===== src/rtl/serial_pattern_tx.sv =====
// Serial bit-pattern transmitter: latches a word via valid/ready and shifts it out MSB-first,
// replaying it a programmable number of times with idle gaps between replays.
module serial_pattern_tx #(
  parameter int unsigned WIDTH    = 8,
  parameter int unsigned GAP      = 1,
  parameter bit          IDLE_BIT = 1'b0
) (
  input  logic             clk,
  input  logic             rst,
  input  logic             load_valid,
  output logic             load_ready,
  input  logic [WIDTH-1:0] load_data,
  input  logic [3:0]       load_count,
  input  logic             abort,
  output logic             ser_out,
  output logic             ser_valid,
  output logic             frame_start,
  output logic             done
);

  localparam int unsigned BW = $clog2(WIDTH);
  // Gap counter holds remaining idle cycles minus one, so GAP-1 must fit.
  localparam int unsigned GW = (GAP > 1) ? $clog2(GAP) : 1;

  typedef enum logic [1:0] {StIdle, StShift, StGap} state_e;

  state_e           state_q, state_d;
  logic [WIDTH-1:0] word_q, word_d;
  logic [BW-1:0]    bitcnt_q, bitcnt_d;
  logic [3:0]       reps_q, reps_d;
  logic [GW-1:0]    gapcnt_q, gapcnt_d;
  logic             ser_out_q, ser_out_d;
  logic             ser_valid_q, ser_valid_d;
  logic             frame_start_q, frame_start_d;
  logic             done_q, done_d;

  always_comb begin
    state_d       = state_q;
    word_d        = word_q;
    bitcnt_d      = bitcnt_q;
    reps_d        = reps_q;
    gapcnt_d      = gapcnt_q;
    ser_out_d     = IDLE_BIT;
    ser_valid_d   = 1'b0;
    frame_start_d = 1'b0;
    done_d        = 1'b0;

    unique case (state_q)
      StIdle: begin
        // A simultaneous abort is irrelevant here: loads win in IDLE.
        if (load_valid) begin
          word_d        = load_data;
          reps_d        = (load_count == 4'd0) ? 4'd1 : load_count;
          bitcnt_d      = BW'(WIDTH - 1);
          ser_out_d     = load_data[WIDTH-1];
          ser_valid_d   = 1'b1;
          frame_start_d = 1'b1;
          state_d       = StShift;
        end
      end

      StShift: begin
        if (abort) begin
          state_d  = StIdle;
          bitcnt_d = '0;
          reps_d   = '0;
          gapcnt_d = '0;
        end else if (bitcnt_q != '0) begin
          bitcnt_d    = bitcnt_q - BW'(1);
          ser_out_d   = word_q[bitcnt_d];
          ser_valid_d = 1'b1;
        end else if (reps_q > 4'd1) begin
          reps_d = reps_q - 4'd1;
          if (GAP == 0) begin
            bitcnt_d      = BW'(WIDTH - 1);
            ser_out_d     = word_q[WIDTH-1];
            ser_valid_d   = 1'b1;
            frame_start_d = 1'b1;
          end else begin
            state_d  = StGap;
            gapcnt_d = GW'(GAP - 1);
          end
        end else begin
          reps_d  = '0;
          state_d = StIdle;
          done_d  = 1'b1;
        end
      end

      StGap: begin
        if (abort) begin
          state_d  = StIdle;
          bitcnt_d = '0;
          reps_d   = '0;
          gapcnt_d = '0;
        end else if (gapcnt_q == '0) begin
          state_d       = StShift;
          bitcnt_d      = BW'(WIDTH - 1);
          ser_out_d     = word_q[WIDTH-1];
          ser_valid_d   = 1'b1;
          frame_start_d = 1'b1;
        end else begin
          gapcnt_d = gapcnt_q - GW'(1);
        end
      end

      default: state_d = StIdle;
    endcase
  end

  always_ff @(posedge clk or posedge rst) begin
    if (rst) begin
      state_q       <= StIdle;
      word_q        <= '0;
      bitcnt_q      <= '0;
      reps_q        <= '0;
      gapcnt_q      <= '0;
      ser_out_q     <= IDLE_BIT;
      ser_valid_q   <= 1'b0;
      frame_start_q <= 1'b0;
      done_q        <= 1'b0;
    end else begin
      state_q       <= state_d;
      word_q        <= word_d;
      bitcnt_q      <= bitcnt_d;
      reps_q        <= reps_d;
      gapcnt_q      <= gapcnt_d;
      ser_out_q     <= ser_out_d;
      ser_valid_q   <= ser_valid_d;
      frame_start_q <= frame_start_d;
      done_q        <= done_d;
    end
  end

  assign load_ready  = (state_q == StIdle);
  assign ser_out     = ser_out_q;
  assign ser_valid   = ser_valid_q;
  assign frame_start = frame_start_q;
  assign done        = done_q;

endmodule


===== config.mk =====
export PLATFORM = sky130hd
export DESIGN_NAME = serial_pattern_tx
export DESIGN_NICKNAME = d
export VERILOG_FILES = /design/src/rtl/serial_pattern_tx.sv
export SDC_FILE = /design/constraint.sdc
export NUM_CORES = 1
export LEC_CHECK = 0
export CORE_MARGIN = 1.5
export CORE_UTILIZATION = 34
export CTS_BUF_LIST = sky130_fd_sc_hd__clkbuf_8
export DETAILED_ROUTE_END_ITERATION = 16
export DONT_BUFFER_PORTS = 1
export HOLD_SLACK_MARGIN = 0.12
export PLACE_DENSITY = 0.59
export SLEW_MARGIN = 20
export SYNTH_ARGS = -nofsm -noshare
export SYNTH_HDL_FRONTEND = slang
export SYNTH_SLANG_ARGS = --single-unit

===== constraint.sdc =====
create_clock -name clk -period 2.5 [get_ports clk]
set_input_delay 0.5 -clock clk [delete_from_list [all_inputs] [get_ports clk]]
set_output_delay 0.5 -clock clk [all_outputs]
set_load 0.005 [all_outputs]

==> results.yml <==
outcome:
  run_status: "completed"
critical_path:
  crit_path_start: "bitcnt_q[0]$_DFFE_PP0P_"
  reg2reg_from: "bitcnt_q[0]$_DFFE_PP0P_"
  kind_of_start_point_of_the_critical_path: "flip-flop"
  timing_worst_setup_path_type: "flip-flop to flip-flop"
  cp-end-kind: "flip-flop"
  timing.reg2reg.worst_path_depth: 6
  cp_max_fo: 9
  crit_slowest_cell: "sky130_fd_sc_hd__or4_1"
  crit_path_max_incr_delay_ns: 0.63
  cp_cell_sequence: "inv_1, ha_1, ha_1, nor3b_2, or4_1, a221o_1"
  cpMostUsedCell: "sky130_fd_sc_hd__ha_1"
  cp_data_arrival_time_ns: 2.30
  required_time_at_the_endpoint_of_the_critical_path_ns: 2.65
clocking:
  post_cts_buffers: 0
  resized_gates_after_cts: 0
  clock_tree.buffer_depth: 2
  number_of_buffers_created_by_cts: 3
  clock_sinks: 21
  cts_hold_repair.buffers: 0
  ctsHtreeMaxLevel: 1
  cts-root-buf: "sky130_fd_sc_hd__clkbuf_8"
  cts.clk_slew.worst_paths_ns: 0.07
  cts_tree: "yes"
  clock_insertion_delay_worst_skew_ns: 0.26
timing:
  skew_ns: 0.00315
  hold_viol: 0
  max_freq_mhz: 463
  grt_setup_unrepaired: "false"
  finalHoldWorstSlack_ns: 0.265
  report.final.setup_viol: 0
  fin_crit_sh_pct: 86.3
  slew_headroom_pct: 48.1
  finalCriticalPeriod_ns: 2.16
  worstMarginPinSlew_ns: 0.778
  drv_slew: 0
  finalSetupTns_ns: 0
layout:
  diodes: 0
  finalNetCount: 137
  synthToLayoutAreaGrowth_pct: 8.09
  layout_cell_share_with_drive_strength_beyond_1_pct: 15.2
yosys:
  synth_flop_cell: "sky130_fd_sc_hd__dfrtp_1"
  yosys_warnings: 0
  number_of_flops_mapped_to_enable_cells_by_yosys: 0
  synth.ff_latch_count: 21
  syn_area_mm2: 0.00118
  avgSynthCellArea_um2: 10.7
  synth_fp_nets: 134
  yosys.cell_types.count: 35
  synth_async_sr_flop_share_pct: 100
  seq_area_frac_synth_pct: 44.7
  netlist_instances: 110
floorplanning:
  top_level_ports: 21
  core_area_mm2: 0.00334
  chipHeight_um: 61.8
  die_area_mm2: 0.00382
  num_rows: 21
  chipWidth_um: 61.8
  initial_core_util_pct: 35.2
hold_path:
  min-delay-path-class: "input port to async pin"
placement:
  global_placement_routability_congestion: 0.784
  dp_hpwl_um: 1650
  place.port_buffers: 0
route:
  post-route-drc-count: 0
  route.vias.total: 811
  detail_route.vias_per_cell: 5.13
  antenna_left: 0
  wire_per_inst_um: 13.1
  number_of_search_and_repair_iterations_in_the_first_detailed_routing_pass: 4
  detailed_route_wire_length_um: 2070
  drtIter0Drc: 26
grt:
  grt_pass1_vias: 780
  grt_max_degree: 22
  grt_remaining_overflow: 0
  grt_antenna_before_repair: 0
  global_route.usage.total_pct: 12.5
  wire_length_of_the_first_global_routing_pass_um: 3410
power:
  power_per_cell_area_mw_per_mm2: 1310
  ir_drop_uv: 584
  leakagePower_nw: 0.569
job:
  cap_viol_max_count: 0
[where the power goes]
part	switching [mW]	internal [mW]
clock	0.107	0.111
sequential	0.110	0.500
combinational	0.435	0.408
total	0.651	1.02
[metal layers]
metal	vias up	part of all wire [%]	GRT usage, %
met2	22	46	20.2
met4	0	0.87	4.56
met5	-	0	0
met1	384	45	14.5
li1	403	-	-
met3	2	8.0	6.00
[worst max-delay path: cells and delay by family (launching register included)]
kind	cells	cell delay, ns
simple gates	2	0.72
compound gates	1	0.39
fa+ha+maj	2	0.40
flops	1	0.41
buf+inv	1	0.11
[flip-flops by register name, summed over array words and instances (netlist names)]
name,cells
word_q,8
reps_q,4
bitcnt_q,3
state_q,2
done,1
frame_start,1
ser_out,1
ser_valid,1
[kinds of logic after synthesis]
group,count (synthesis),synth area share (%)
and+or+nand+nor,32,15.9
buffers and inverters,12,3.94
muxes,11,10.3
DFF,21,44.7
AOI/OAI and AO/OA,26,16.7
adders and majority gates,8,8.51
[stage by stage]
stage	worst slack, ns	std cells	instance area, um^2	utilization (%)	total power, mW
after floorplan	0.528	110	1180	-	1.30
after global placement	0.441	154	1220	36.7	1.44
after detailed placement	0.352	154	1220	36.7	1.47
after CTS	0.340	158	1270	38.1	1.69
after global routing	0.236	158	1270	38.1	1.82
final	0.342	158	1270	38.1	1.67
[layout make-up]
| class | count | area (um^2) |
|---|---|---|
| fillers | 354 | 2070 |
| multi-input cells | 77 | 604 |
| flip-flops and latches | 21 | 526 |
| well taps | 46 | 57.6 |
| clock buffers | 3 | 41.3 |
| inverters | 10 | 37.5 |
| clock inverters | 1 | 5.00 |
[layout by cell type, fill, tap and decap left out, types with 2 or more instances in the layout]
cell type                  instances
sky130_fd_sc_hd__a221o_1           2
sky130_fd_sc_hd__nor3b_1           2
sky130_fd_sc_hd__a21oi_1           2
sky130_fd_sc_hd__nand2_1           6
sky130_fd_sc_hd__dfrtp_1          21
sky130_fd_sc_hd__mux2i_1           2
sky130_fd_sc_hd__nor2b_1           5
sky130_fd_sc_hd__nand3_1           2
sky130_fd_sc_hd__o21a_1            3
sky130_fd_sc_hd__mux2_2            9
sky130_fd_sc_hd__nor2_1            3
sky130_fd_sc_hd__or4_1             3
sky130_fd_sc_hd__o21ai_0           5
sky130_fd_sc_hd__and3_1            2
sky130_fd_sc_hd__ha_1              8
sky130_fd_sc_hd__inv_1            10
sky130_fd_sc_hd__o211ai_1          3
sky130_fd_sc_hd__clkbuf_8          3
sky130_fd_sc_hd__o31ai_1           2
sky130_fd_sc_hd__nand2b_1          4
[final timing paths]
| check | slack (ns) | end |
|---|---|---|
| min reg2reg | 0.50 | bitcnt_q[2]$_DFFE_PP0P_ |
| min | 0.26 | word_q[0]$_DFFE_PP0P_ |
| max | 0.34 | reps_q[2]$_DFFE_PP0P_ |
| max in group asynchronous | 1.75 | frame_start$_DFF_PP0_ |
| min in group clk | 0.38 | word_q[6]$_DFFE_PP0P_ |
| max reg2reg | 0.34 | reps_q[2]$_DFFE_PP0P_ |
[cell usage after synthesis (3+ instances only)]
cell / number / area [um^2]
sky130_fd_sc_hd__dfrtp_1: 21 / 526
sky130_fd_sc_hd__ha_1: 8 / 100
sky130_fd_sc_hd__nand2b_1: 4 / 25.0
sky130_fd_sc_hd__inv_1: 10 / 37.5
sky130_fd_sc_hd__nor2b_1: 5 / 31.3
sky130_fd_sc_hd__nand2_1: 6 / 22.5
sky130_fd_sc_hd__mux2_2: 9 / 101
sky130_fd_sc_hd__o21ai_0: 5 / 25.0
sky130_fd_sc_hd__nor2_1: 3 / 11.3
sky130_fd_sc_hd__o21a_1: 3 / 22.5
sky130_fd_sc_hd__or4_1: 3 / 22.5
sky130_fd_sc_hd__o211ai_1: 3 / 22.5
Note: power is estimated with default switching activity, not from simulation.
==> patch: new RTL, same flow settings <==
`word_q` no longer has a reset.
--- a/src/rtl/serial_pattern_tx.sv
+++ b/src/rtl/serial_pattern_tx.sv
@@ -111,7 +111,6 @@
   always_ff @(posedge clk or posedge rst) begin
     if (rst) begin
       state_q       <= StIdle;
-      word_q        <= '0;
       bitcnt_q      <= '0;
       reps_q        <= '0;
       gapcnt_q      <= '0;
@@ -121,7 +120,6 @@
       done_q        <= 1'b0;
     end else begin
       state_q       <= state_d;
-      word_q        <= word_d;
       bitcnt_q      <= bitcnt_d;
       reps_q        <= reps_d;
       gapcnt_q      <= gapcnt_d;
@@ -132,6 +130,10 @@
     end
   end
 
+  always_ff @(posedge clk) begin
+    word_q <= word_d;
+  end
+
   assign load_ready  = (state_q == StIdle);
   assign ser_out     = ser_out_q;
   assign ser_valid   = ser_valid_q;
Behaviour: same outputs for any inputs over 10 cycles, from zero or initial values and one cycle with rst high; that may be too few to reach the edited logic, so the function may still have changed.
==> patch against the unedited design <==
Combinational power down 18%. Cell count fell by 8.9%. Global-route usage grew 0.41 points. Count of clock-buffer cells in the layout unchanged. Synthesized cell count shrank 13%. Synthesized area decreased by 2.6%. First-iteration DRC count is 35% lower. Clock skew grew 0.0071 ns. Design area down 1.7%. Sequential cell count stayed put. Routed wire length decreased by 0.92%. Total power fell by 11%. Setup slack gained 0.10 ns. Critical path type unchanged.
==> patch: results (changes against the unedited design) <==
Drt
  – Avg WL per Cell: 14.2 um (was 13.1 um)
  – First DRT Iteration DRCs: 17 (was 26)
  – Met3 WL post-DR: 78 um (was 165 um)
  – M1 wire length: 985 um (was 936 um)
  – Final wirelength: 2.05 mm (was 2.07 mm)

GRT
  – Met2 usage: 0.179 (was 0.202)
  – Routing usage on met1: 0.190 (was 0.145)
  – Vias in the first global route: 673 (was 780)
  – Met3 usage: 0.0336 (was 0.0600)

STA
  – Hold_ws: 0.161 ns (was 0.265 ns)
  – Max Clk Rate: 487 MHz (was 463 MHz)

Power and ir drop
  – Leakage: 0.504 nW (was 0.569 nW)
  – Max VDD drop: 0.407 mV (was 0.584 mV)

Finish
  – Total Nets Final: 125 (was 137)
  – Finished Core Util: 0.400 (was 0.381)
  – Comb_multi_in: 65 (was 77)
  – Seq/total area: 0.452 (was 0.413)
  – Multi-input logic area: 543 sq um (was 604 sq um)

Synth
  – Synthesized area per cell: 11.9 sq um (was 10.7 sq um)
  – Top post-synthesis cells by count: dfrtp_1, inv_1, edfxtp_1, ha_1 (was dfrtp_1, inv_1, mux2_2, ha_1, nand2_1)
  – Synth Area in Adders: 0.0873 (was 0.0851)
  – Area contributors post-synth: dfrtp_1, edfxtp_1, ha_1, inv_1, nor2b_1 (was dfrtp_1, mux2_2, ha_1, inv_1, nor2b_1)
  – Synth unique cells: 40 (was 35)
  – Post-synth ARST share: 0.619 (was 1.00)
  – Syn Nets: 120 (was 134)
  – Post-synth EDFFs: 8 (was 0)
  – Seq/Total Area, Yosys: 0.493 (was 0.447)
  – Mux cell area share after synthesis: 0.0502 (was 0.103)

Status
  – Outcome: finished, final reports clean (unchanged)

Worst setup path
  – CP endpoint: state_q[0] (was reps_q[2])
  – Crit-path max cell delay: 0.43 ns (was 0.63 ns)
  – Worst path slowest cell: dfrtp_1 (was or4_1)
  – Crit path DAT: 2.21 ns (was 2.30 ns)
  – Flop-to-flop setup slack: 0.44 ns (was 0.34 ns)
  – Reg2reg path depth: 7 (was 6)

Clocking
  – Clock transition at path regs: 0.09 ns (was 0.07 ns)

Placement
  – Placed instance count: 140 (was 154)
  – Placed wire-length estimate: 1.60 mm (was 1.65 mm)
  – Dpl cell area: 1200 sq um (was 1220 sq um)
==> patch: cell count changes in the layout (fill, tap and decap cells not counted), moves of 2 or more <==
| cell | unedited run | this run |
|---|---|---|
| mux2_2 | 9 | 0 |
| dfrtp_1 | 21 | 13 |
| edfxtp_1 | 0 | 8 |
| nand2_1 | 6 | 2 |
| o21ai_0 | 5 | 1 |
| or4_1 | 3 | 0 |
| and3_1 | 2 | 0 |
| nand2b_1 | 4 | 2 |
| nor2_1 | 3 | 5 |
| nor3_1 | 1 | 3 |
| nor3b_1 | 2 | 0 |
| o221ai_1 | 0 | 2 |
| o31ai_1 | 2 | 0 |
==> patch: where the power goes <==
| group | switching, W | internal, W |
|---|---|---|
| clock network | 0.000117 | 0.000112 |
| logic | 0.000356 | 0.000336 |
| registers | 0.0000894 | 0.000484 |
| total | 0.000563 | 0.000933 |
